**config.mk**
```make
export PLATFORM = sky130hd
export DESIGN_NAME = radix4_seq_mult_flat
export DESIGN_NICKNAME = d
export VERILOG_FILES = /design/src/rtl/radix4_seq_mult_pkg.sv /design/src/rtl/radix4_seq_mult_if.sv /design/src/rtl/radix4_pp_row.sv /design/src/rtl/radix4_seq_mult.sv /design/src/flat_wrapper.sv
export SDC_FILE = /design/constraint.sdc
export NUM_CORES = 1
export LEC_CHECK = 0
export CORE_UTILIZATION = 35
export DETAILED_ROUTE_END_ITERATION = 10
export PLACE_DENSITY = 0.53
export SYNTH_ARGS = -nofsm -noshare
export SYNTH_HDL_FRONTEND = slang
export SYNTH_SLANG_ARGS = --single-unit
```
**constraint.sdc**
```tcl
create_clock -name clk -period 12.96 [get_ports clk]
set_input_delay 1.944 -clock clk [delete_from_list [all_inputs] [get_ports clk]]
set_output_delay 1.944 -clock clk [all_outputs]
set_load 0.02 [all_outputs]
```
**src/rtl/radix4_seq_mult_pkg.sv**
```systemverilog
// Shared types for the digit-serial radix-4 multiplier: mode/state encodings,
// digit-control struct and the per-digit recoder used by the top.
package radix4_seq_mult_pkg;

  typedef enum logic [1:0] {
    MODE_MB     = 2'd0,
    MODE_NR4SDM = 2'd1,
    MODE_NR4SDP = 2'd2,
    MODE_RSVD   = 2'd3
  } mode_e;

  typedef enum logic [1:0] {
    ST_IDLE = 2'd0,
    ST_RUN  = 2'd1,
    ST_DONE = 2'd2
  } state_e;

  // one/two select |d|; neg marks a negative digit (row inverted, +1 injected)
  typedef struct packed {
    logic one;
    logic two;
    logic neg;
  } digit_ctrl_t;

  typedef struct packed {
    digit_ctrl_t ctrl;
    logic        carry;
  } recode_t;

  // b1:b0 is the current bit pair, bm the bit below it (MB only), cin the
  // carry from the previous NR4SD digit. The MSD of NR4SD absorbs the carry
  // with the signed top pair, so it never produces a carry out.
  function automatic recode_t recode_digit(input mode_e mode, input logic b1,
                                           input logic b0, input logic bm,
                                           input logic cin, input logic msd);
    recode_t          r;
    logic signed [2:0] d;
    logic [2:0]        v;
    r = '0;
    d = '0;
    v = {1'b0, b1, b0} + {2'b00, cin};
    if (mode == MODE_NR4SDM || mode == MODE_NR4SDP) begin
      if (msd) begin
        d = $signed({b1, b1, b0}) + $signed({2'b00, cin});
      end else begin
        case (v)
          3'd1: d = 3'sd1;
          3'd2: begin
            if (mode == MODE_NR4SDM) begin
              d       = -3'sd2;
              r.carry = 1'b1;
            end else begin
              d = 3'sd2;
            end
          end
          3'd3: begin
            d       = -3'sd1;
            r.carry = 1'b1;
          end
          3'd4: r.carry = 1'b1;
          default: d = 3'sd0;
        endcase
      end
    end else begin
      d = $signed({b1, b1, b0}) + $signed({2'b00, bm});
    end
    r.ctrl.one = (d == 3'sd1) || (d == -3'sd1);
    r.ctrl.two = (d == 3'sd2) || (d == -3'sd2);
    r.ctrl.neg = d[2];
    return r;
  endfunction

endpackage

```
**src/rtl/radix4_seq_mult_if.sv**
```systemverilog
// Operand/product handshake bundle for radix4_seq_mult.
interface radix4_seq_mult_if #(
  parameter int WIDTH = 16
);
  logic                 in_valid;
  logic                 in_ready;
  logic [1:0]           mode;
  logic [WIDTH-1:0]     a;
  logic [WIDTH-1:0]     b;
  logic                 out_valid;
  logic                 out_ready;
  logic [2*WIDTH-1:0]   product;
  logic                 busy;

  modport master (
    output in_valid, mode, a, b, out_ready,
    input  in_ready, out_valid, product, busy
  );

  modport slave (
    input  in_valid, mode, a, b, out_ready,
    output in_ready, out_valid, product, busy
  );
endinterface

```
**src/rtl/radix4_pp_row.sv**
```systemverilog
// One radix-4 partial-product row: selects 0, a or 2a and conditionally
// inverts; the matching +1 is returned as neg for injection by the caller.
module radix4_pp_row
  import radix4_seq_mult_pkg::*;
#(
  parameter int WIDTH = 16
) (
  input  logic [WIDTH-1:0] a,
  input  digit_ctrl_t      ctrl,
  output logic [WIDTH:0]   row,
  output logic             neg
);
  logic [WIDTH:0] mag;

  always_comb begin
    mag = '0;
    if (ctrl.one)      mag = {a[WIDTH-1], a};
    else if (ctrl.two) mag = {a, 1'b0};
    row = ctrl.neg ? ~mag : mag;
    neg = ctrl.neg;
  end
endmodule

```
**src/rtl/radix4_seq_mult.sv**
```systemverilog
// Sequential signed radix-4 multiplier: one recoded digit of b per RUN cycle,
// selectable MB / NR4SD- / NR4SD+ recoding, 2*WIDTH wrap-around accumulator.
module radix4_seq_mult
  import radix4_seq_mult_pkg::*;
#(
  parameter int WIDTH = 16
) (
  input logic               clk,
  input logic               rst_n,
  radix4_seq_mult_if.slave  bus
);
  localparam int NDIG  = WIDTH / 2;
  localparam int CNT_W = (NDIG > 1) ? $clog2(NDIG) : 1;
  localparam int AW    = 2 * WIDTH;

  state_e           state_q, state_d;
  mode_e            mode_q, mode_d;
  logic [WIDTH-1:0] a_q, a_d;
  logic [WIDTH-1:0] bsh_q, bsh_d;
  logic             bprev_q, bprev_d;
  logic             carry_q, carry_d;
  logic [CNT_W-1:0] cnt_q, cnt_d;
  logic [AW-1:0]    acc_q, acc_d;

  recode_t          rec;
  logic             msd;
  logic [WIDTH:0]   row;
  logic             row_neg;
  logic [CNT_W:0]   shamt;
  logic [AW-1:0]    row_ext;
  logic [AW-1:0]    term;

  assign msd   = (cnt_q == CNT_W'(NDIG - 1));
  assign shamt = {cnt_q, 1'b0};

  // b is consumed two bits per cycle from the bottom of bsh_q; bprev_q keeps
  // the bit just shifted out for the MB overlap
  assign rec = recode_digit(mode_q, bsh_q[1], bsh_q[0], bprev_q, carry_q, msd);

  radix4_pp_row #(.WIDTH(WIDTH)) u_row (
    .a    (a_q),
    .ctrl (rec.ctrl),
    .row  (row),
    .neg  (row_neg)
  );

  assign row_ext = {{(AW - WIDTH - 1){row[WIDTH]}}, row};
  assign term    = (row_ext << shamt) + (AW'(row_neg) << shamt);

  always_comb begin
    state_d = state_q;
    mode_d  = mode_q;
    a_d     = a_q;
    bsh_d   = bsh_q;
    bprev_d = bprev_q;
    carry_d = carry_q;
    cnt_d   = cnt_q;
    acc_d   = acc_q;
    case (state_q)
      ST_IDLE: begin
        if (bus.in_valid) begin
          a_d     = bus.a;
          bsh_d   = bus.b;
          mode_d  = mode_e'(bus.mode);
          bprev_d = 1'b0;
          carry_d = 1'b0;
          cnt_d   = '0;
          acc_d   = '0;
          state_d = ST_RUN;
        end
      end
      ST_RUN: begin
        acc_d   = acc_q + term;
        bsh_d   = bsh_q >> 2;
        bprev_d = bsh_q[1];
        carry_d = rec.carry;
        cnt_d   = cnt_q + CNT_W'(1);
        if (msd) state_d = ST_DONE;
      end
      ST_DONE: begin
        if (bus.out_ready) state_d = ST_IDLE;
      end
      default: state_d = ST_IDLE;
    endcase
  end

  always_ff @(posedge clk) begin
    if (!rst_n) begin
      state_q <= ST_IDLE;
      mode_q  <= MODE_MB;
      a_q     <= '0;
      bsh_q   <= '0;
      bprev_q <= 1'b0;
      carry_q <= 1'b0;
      cnt_q   <= '0;
      acc_q   <= '0;
    end else begin
      state_q <= state_d;
      mode_q  <= mode_d;
      a_q     <= a_d;
      bsh_q   <= bsh_d;
      bprev_q <= bprev_d;
      carry_q <= carry_d;
      cnt_q   <= cnt_d;
      acc_q   <= acc_d;
    end
  end

  assign bus.in_ready  = (state_q == ST_IDLE);
  assign bus.out_valid = (state_q == ST_DONE);
  assign bus.busy      = (state_q == ST_RUN) || (state_q == ST_DONE);
  assign bus.product   = acc_q;
endmodule

```
**src/flat_wrapper.sv**
```systemverilog
// flat-port wrapper written by rule: the top's interface ports become plain ports
module radix4_seq_mult_flat import radix4_seq_mult_pkg::*;
#(
  parameter int WIDTH = 16
)
  (clk, rst_n, bus_in_valid, bus_mode, bus_a, bus_b, bus_out_ready, bus_in_ready, bus_out_valid, bus_product, bus_busy);
  radix4_seq_mult_if #(.WIDTH(WIDTH)) bus_i ();
  input logic clk;
  input logic rst_n;
  input wire logic [$bits(bus_i.in_valid)-1:0] bus_in_valid;
  input wire logic [$bits(bus_i.mode)-1:0] bus_mode;
  input wire logic [$bits(bus_i.a)-1:0] bus_a;
  input wire logic [$bits(bus_i.b)-1:0] bus_b;
  input wire logic [$bits(bus_i.out_ready)-1:0] bus_out_ready;
  output wire logic [$bits(bus_i.in_ready)-1:0] bus_in_ready;
  output wire logic [$bits(bus_i.out_valid)-1:0] bus_out_valid;
  output wire logic [$bits(bus_i.product)-1:0] bus_product;
  output wire logic [$bits(bus_i.busy)-1:0] bus_busy;
  assign bus_i.in_valid = bus_in_valid;
  assign bus_i.mode = bus_mode;
  assign bus_i.a = bus_a;
  assign bus_i.b = bus_b;
  assign bus_i.out_ready = bus_out_ready;
  assign bus_in_ready = bus_i.in_ready;
  assign bus_out_valid = bus_i.out_valid;
  assign bus_product = bus_i.product;
  assign bus_busy = bus_i.busy;
  radix4_seq_mult #(.WIDTH(WIDTH)) u_core (.clk(clk), .rst_n(rst_n), .bus(bus_i));
endmodule
```
==> metrics.md <==
| Metric | Value |
|---|---|
| Status | finished clean |
| Most frequent cells after synthesis | nand2_1, dfxtp_1, ha_1, a21oi_1, o21ai_0 |
| Critical path endpoint category | register |
| Port bufs | 72 |
| Die Ht | 135 um |
| Cell taking the most area after synthesis | dfxtp_1 |
| Post-CTS sizing | 0 |
| Core Area | 17300 um^2 |
| Nature of the critical path startpoint | register |
| Htree depth | 3 |
| Yosys cell types | 62 |
| Setup bufs post-CTS | 0 |
| CP Data Required Time | 13.19 ns |
| Met2 WL | 7.70 mm |
| Antenna diodes | 0 |
| Pwr Total | 908 uW |
| DP Area | 7060 um^2 |
| Final period util | 49.4% |
| DR WL/cell | 16.2 um |
| Count leader, synth | nand2_1 |
| Worst-margin pin slew | 1.21 ns |
| CP peak stage delay | 0.53 ns |
| DR iter-0 viols | 355 |
| Clk root buf | clkbuf_16 |
| Iteration count of the initial detailed-routing pass | 4 |
| Util after Layout | 42.5% |
| Worst Path Buf+Inv | 1 |
| Fin area | 7340 um^2 |
| Synth Net Count | 863 |
| Clock Tree Buf Depth | 2 |
| Die X-Extent | 135 um |
| Clk Latency, worst-skew pair | 0.35 ns |
| Unrepaired setup endpoints after global routing | no |
| Hold WC Path Type | register to register |
| Gpl congestion | 0.854 |
| Total leakage power | 0.00311 uW |
| WL met1 | 8.06 mm |
| Post-CTS Hold Buffers | 0 |
| Clk_skew | 0.0124 ns |
| Final WL | 16.6 mm |
| Initial antenna violation count | 0 |
| Max VDD drop | 71.6 uV |
| Total grt overflow | 0 |
| Crit path cell chain | buf_4 -> ha_1 -> ha_1 -> o41a_1 -> o21a_1 -> nand3_1 -> o21ai_0 -> a21oi_1 -> mux2i_1 -> mux2_2 -> mux2_2 -> ha_1 -> ha_1 -> a211oi_1 -> o21bai_1 -> or4_1 -> nor3_1 -> nor2_1 -> o21ai_1 -> a21oi_1 -> o31ai_1 -> o211ai_1 |
| Critical path type | register to register |
| Layout cell share with drive strength beyond 1 | 4.76% |
| Synth-to-layout area growth | 18.6% |
| Cells after Synth | 752 |
| Nets@finish | 905 |
| Fin crit period | 6.40 ns |
| Pwr per Cell Area | 124 nW/um^2 |
| Crit-path most repeated cell | ha_1 |
| Fin. Hold Viols | 0 |
| Metal3 WL | 552 um |
| CP Max Fanout | 35 |
| Starting Density | 35.8% |
| CTS tree | built |
| DP Wirelength | 12.3 mm |
| Synth warnings | 0 |
| Global-route wire length before repair | 27.7 mm |
| Share of the synthesized area in the top cell type | 23.6% |
| Worst rel slew slack | 19.5% |
| CP max-delay cell | or4_1 |
| CTS Buf Count | 9 |
| Fmax | 0.156 GHz |
| Via density | 5.44 |
| Post-route ant nets | 0 |
| Slew Viols, Final | 0 |
| Async SR Flop Fraction | 0% |
| Hold slack | 0.477 ns |
| Filler cells | 1771 |
| Largest net degree at the start of global routing | 66 |
| Die ar. | 18200 um^2 |
| Final TNS setup | 0 ns |
| CP arrival | 6.63 ns |
| Total GRT Usage | 19.2% |
| Uppermost routed layer | met4 |
| Num Clock Sinks | 73 |
| Via count | 5573 |
| Count of final setup violators | 0 |
| Mapped Avg Cell Area | 8.24 um^2 |
| Top cells by area, synth | dfxtp_1, ha_1, mux2i_1, nand2_1, a21oi_1 |
| # rows | 48 |
| Vias in the first global route | 5491 |
| Top delay family on crit path | compound AO/OA/AOI/OAI gates |
| Clock-pin slew on the worst setup and hold paths | 0.07 ns |
| Most used DFF post-synth | dfxtp_1 |
| Register bit total from synthesis | 73 |
| I/O pin count | 73 |
| # DRC | 0 |
| Post-synth design cell area | 6190 um^2 |
| Seq/Total Area, Yosys | 23.6% |
| Post-synth EDFFs | 0 |
| Max-Cap Viols | 0 |
layout by cell type, fill, tap and decap left out, drive strengths merged, types with 3 or more instances in the layout:
cell type       n
mux2i          51
a211oi         11
mux2            5
xor2           19
o21bai          5
a22o           15
a21oi          57
and2            8
o21ai          57
dfxtp          73
nor2           24
nand3          14
clkbuf          9
xnor2           8
and3            7
o211ai          8
fa              9
clkdlybuf4s50  71
nand2b          6
nand2          94
o211a          14
buf             6
a21boi         19
a22oi          24
nor3           10
nor2b          29
inv            25
a31oi           7
o21a            7
a21o            8
o22ai           3
ha             64
per-stage QoR:
stage                     setup WS, ns  instances
after detailed placement          6.61       1008
final                             6.56       1024
after global routing              6.02       1024
after global placement            6.59       1008
after floorplan                   7.75        752
after CTS                         6.55       1024
state kept, by name, summed over array words and instances (netlist names):
signal,cells
u_core.bus.product,32
u_core.a_q,16
u_core.bsh_q,16
u_core.cnt_q,3
u_core.mode_q,2
u_core.state_q,2
u_core.bprev_q,1
u_core.carry_q,1
final timing paths:
kind              depth (start not counted)  slack [ns]                                  end                         start
setup / recovery                         22        6.56  u_core.bus.product[31]$_SDFFE_PN0P_  u_core.cnt_q[0]$_SDFFE_PN0P_
hold / removal                            2        0.48          u_core.carry_q$_SDFFE_PN0P_   u_core.carry_q$_SDFFE_PN0P_
setup reg to reg                         22        6.56  u_core.bus.product[31]$_SDFFE_PN0P_  u_core.cnt_q[0]$_SDFFE_PN0P_
hold reg to reg                           2        0.48          u_core.carry_q$_SDFFE_PN0P_   u_core.carry_q$_SDFFE_PN0P_
per-layer routing:
metal  GRT usage (%)  up-vias
met5               0        -
met4            6.24        0
met3            3.38       21
met2            32.0      110
met1            25.1     2607
li1                -     2835
kinds of logic after synthesis:
family          after synthesis  share of synthesized area, %
compound gates              252                          27.4
simple gates                204                          15.6
fa+ha+maj                    73                          15.8
flops                        73                          23.6
buf+inv                      67                          4.30
mux                          56                          9.35
xor+xnor                     27                          3.94
where the power goes:
part           leakage (uW)  internal (uW)  switching, uW  total (uW)
clock network      0.000139            133            113         246
logic               0.00238            161            240         401
registers          0.000596            243           17.2         261
layout make-up:
class / count / area (um^2) / area share, %
Multi-Input combinational cell: 612 / 4490 / 61.1
Sequential cell: 73 / 1460 / 19.9
Timing Repair Buffer: 77 / 753 / 10.3
Tap cell: 225 / 282 / 3.83
Clock buffer: 9 / 225 / 3.07
Inverter: 21 / 78.8 / 1.07
Clock inverter: 7 / 58.8 / 0.801
worst min-delay path, stage by stage, from the launching register on:
cell      delay [ns]
dfxtp_1         0.32
nand2_1         0.05
a21boi_0        0.06
Power figures use the tool's default switching activity.
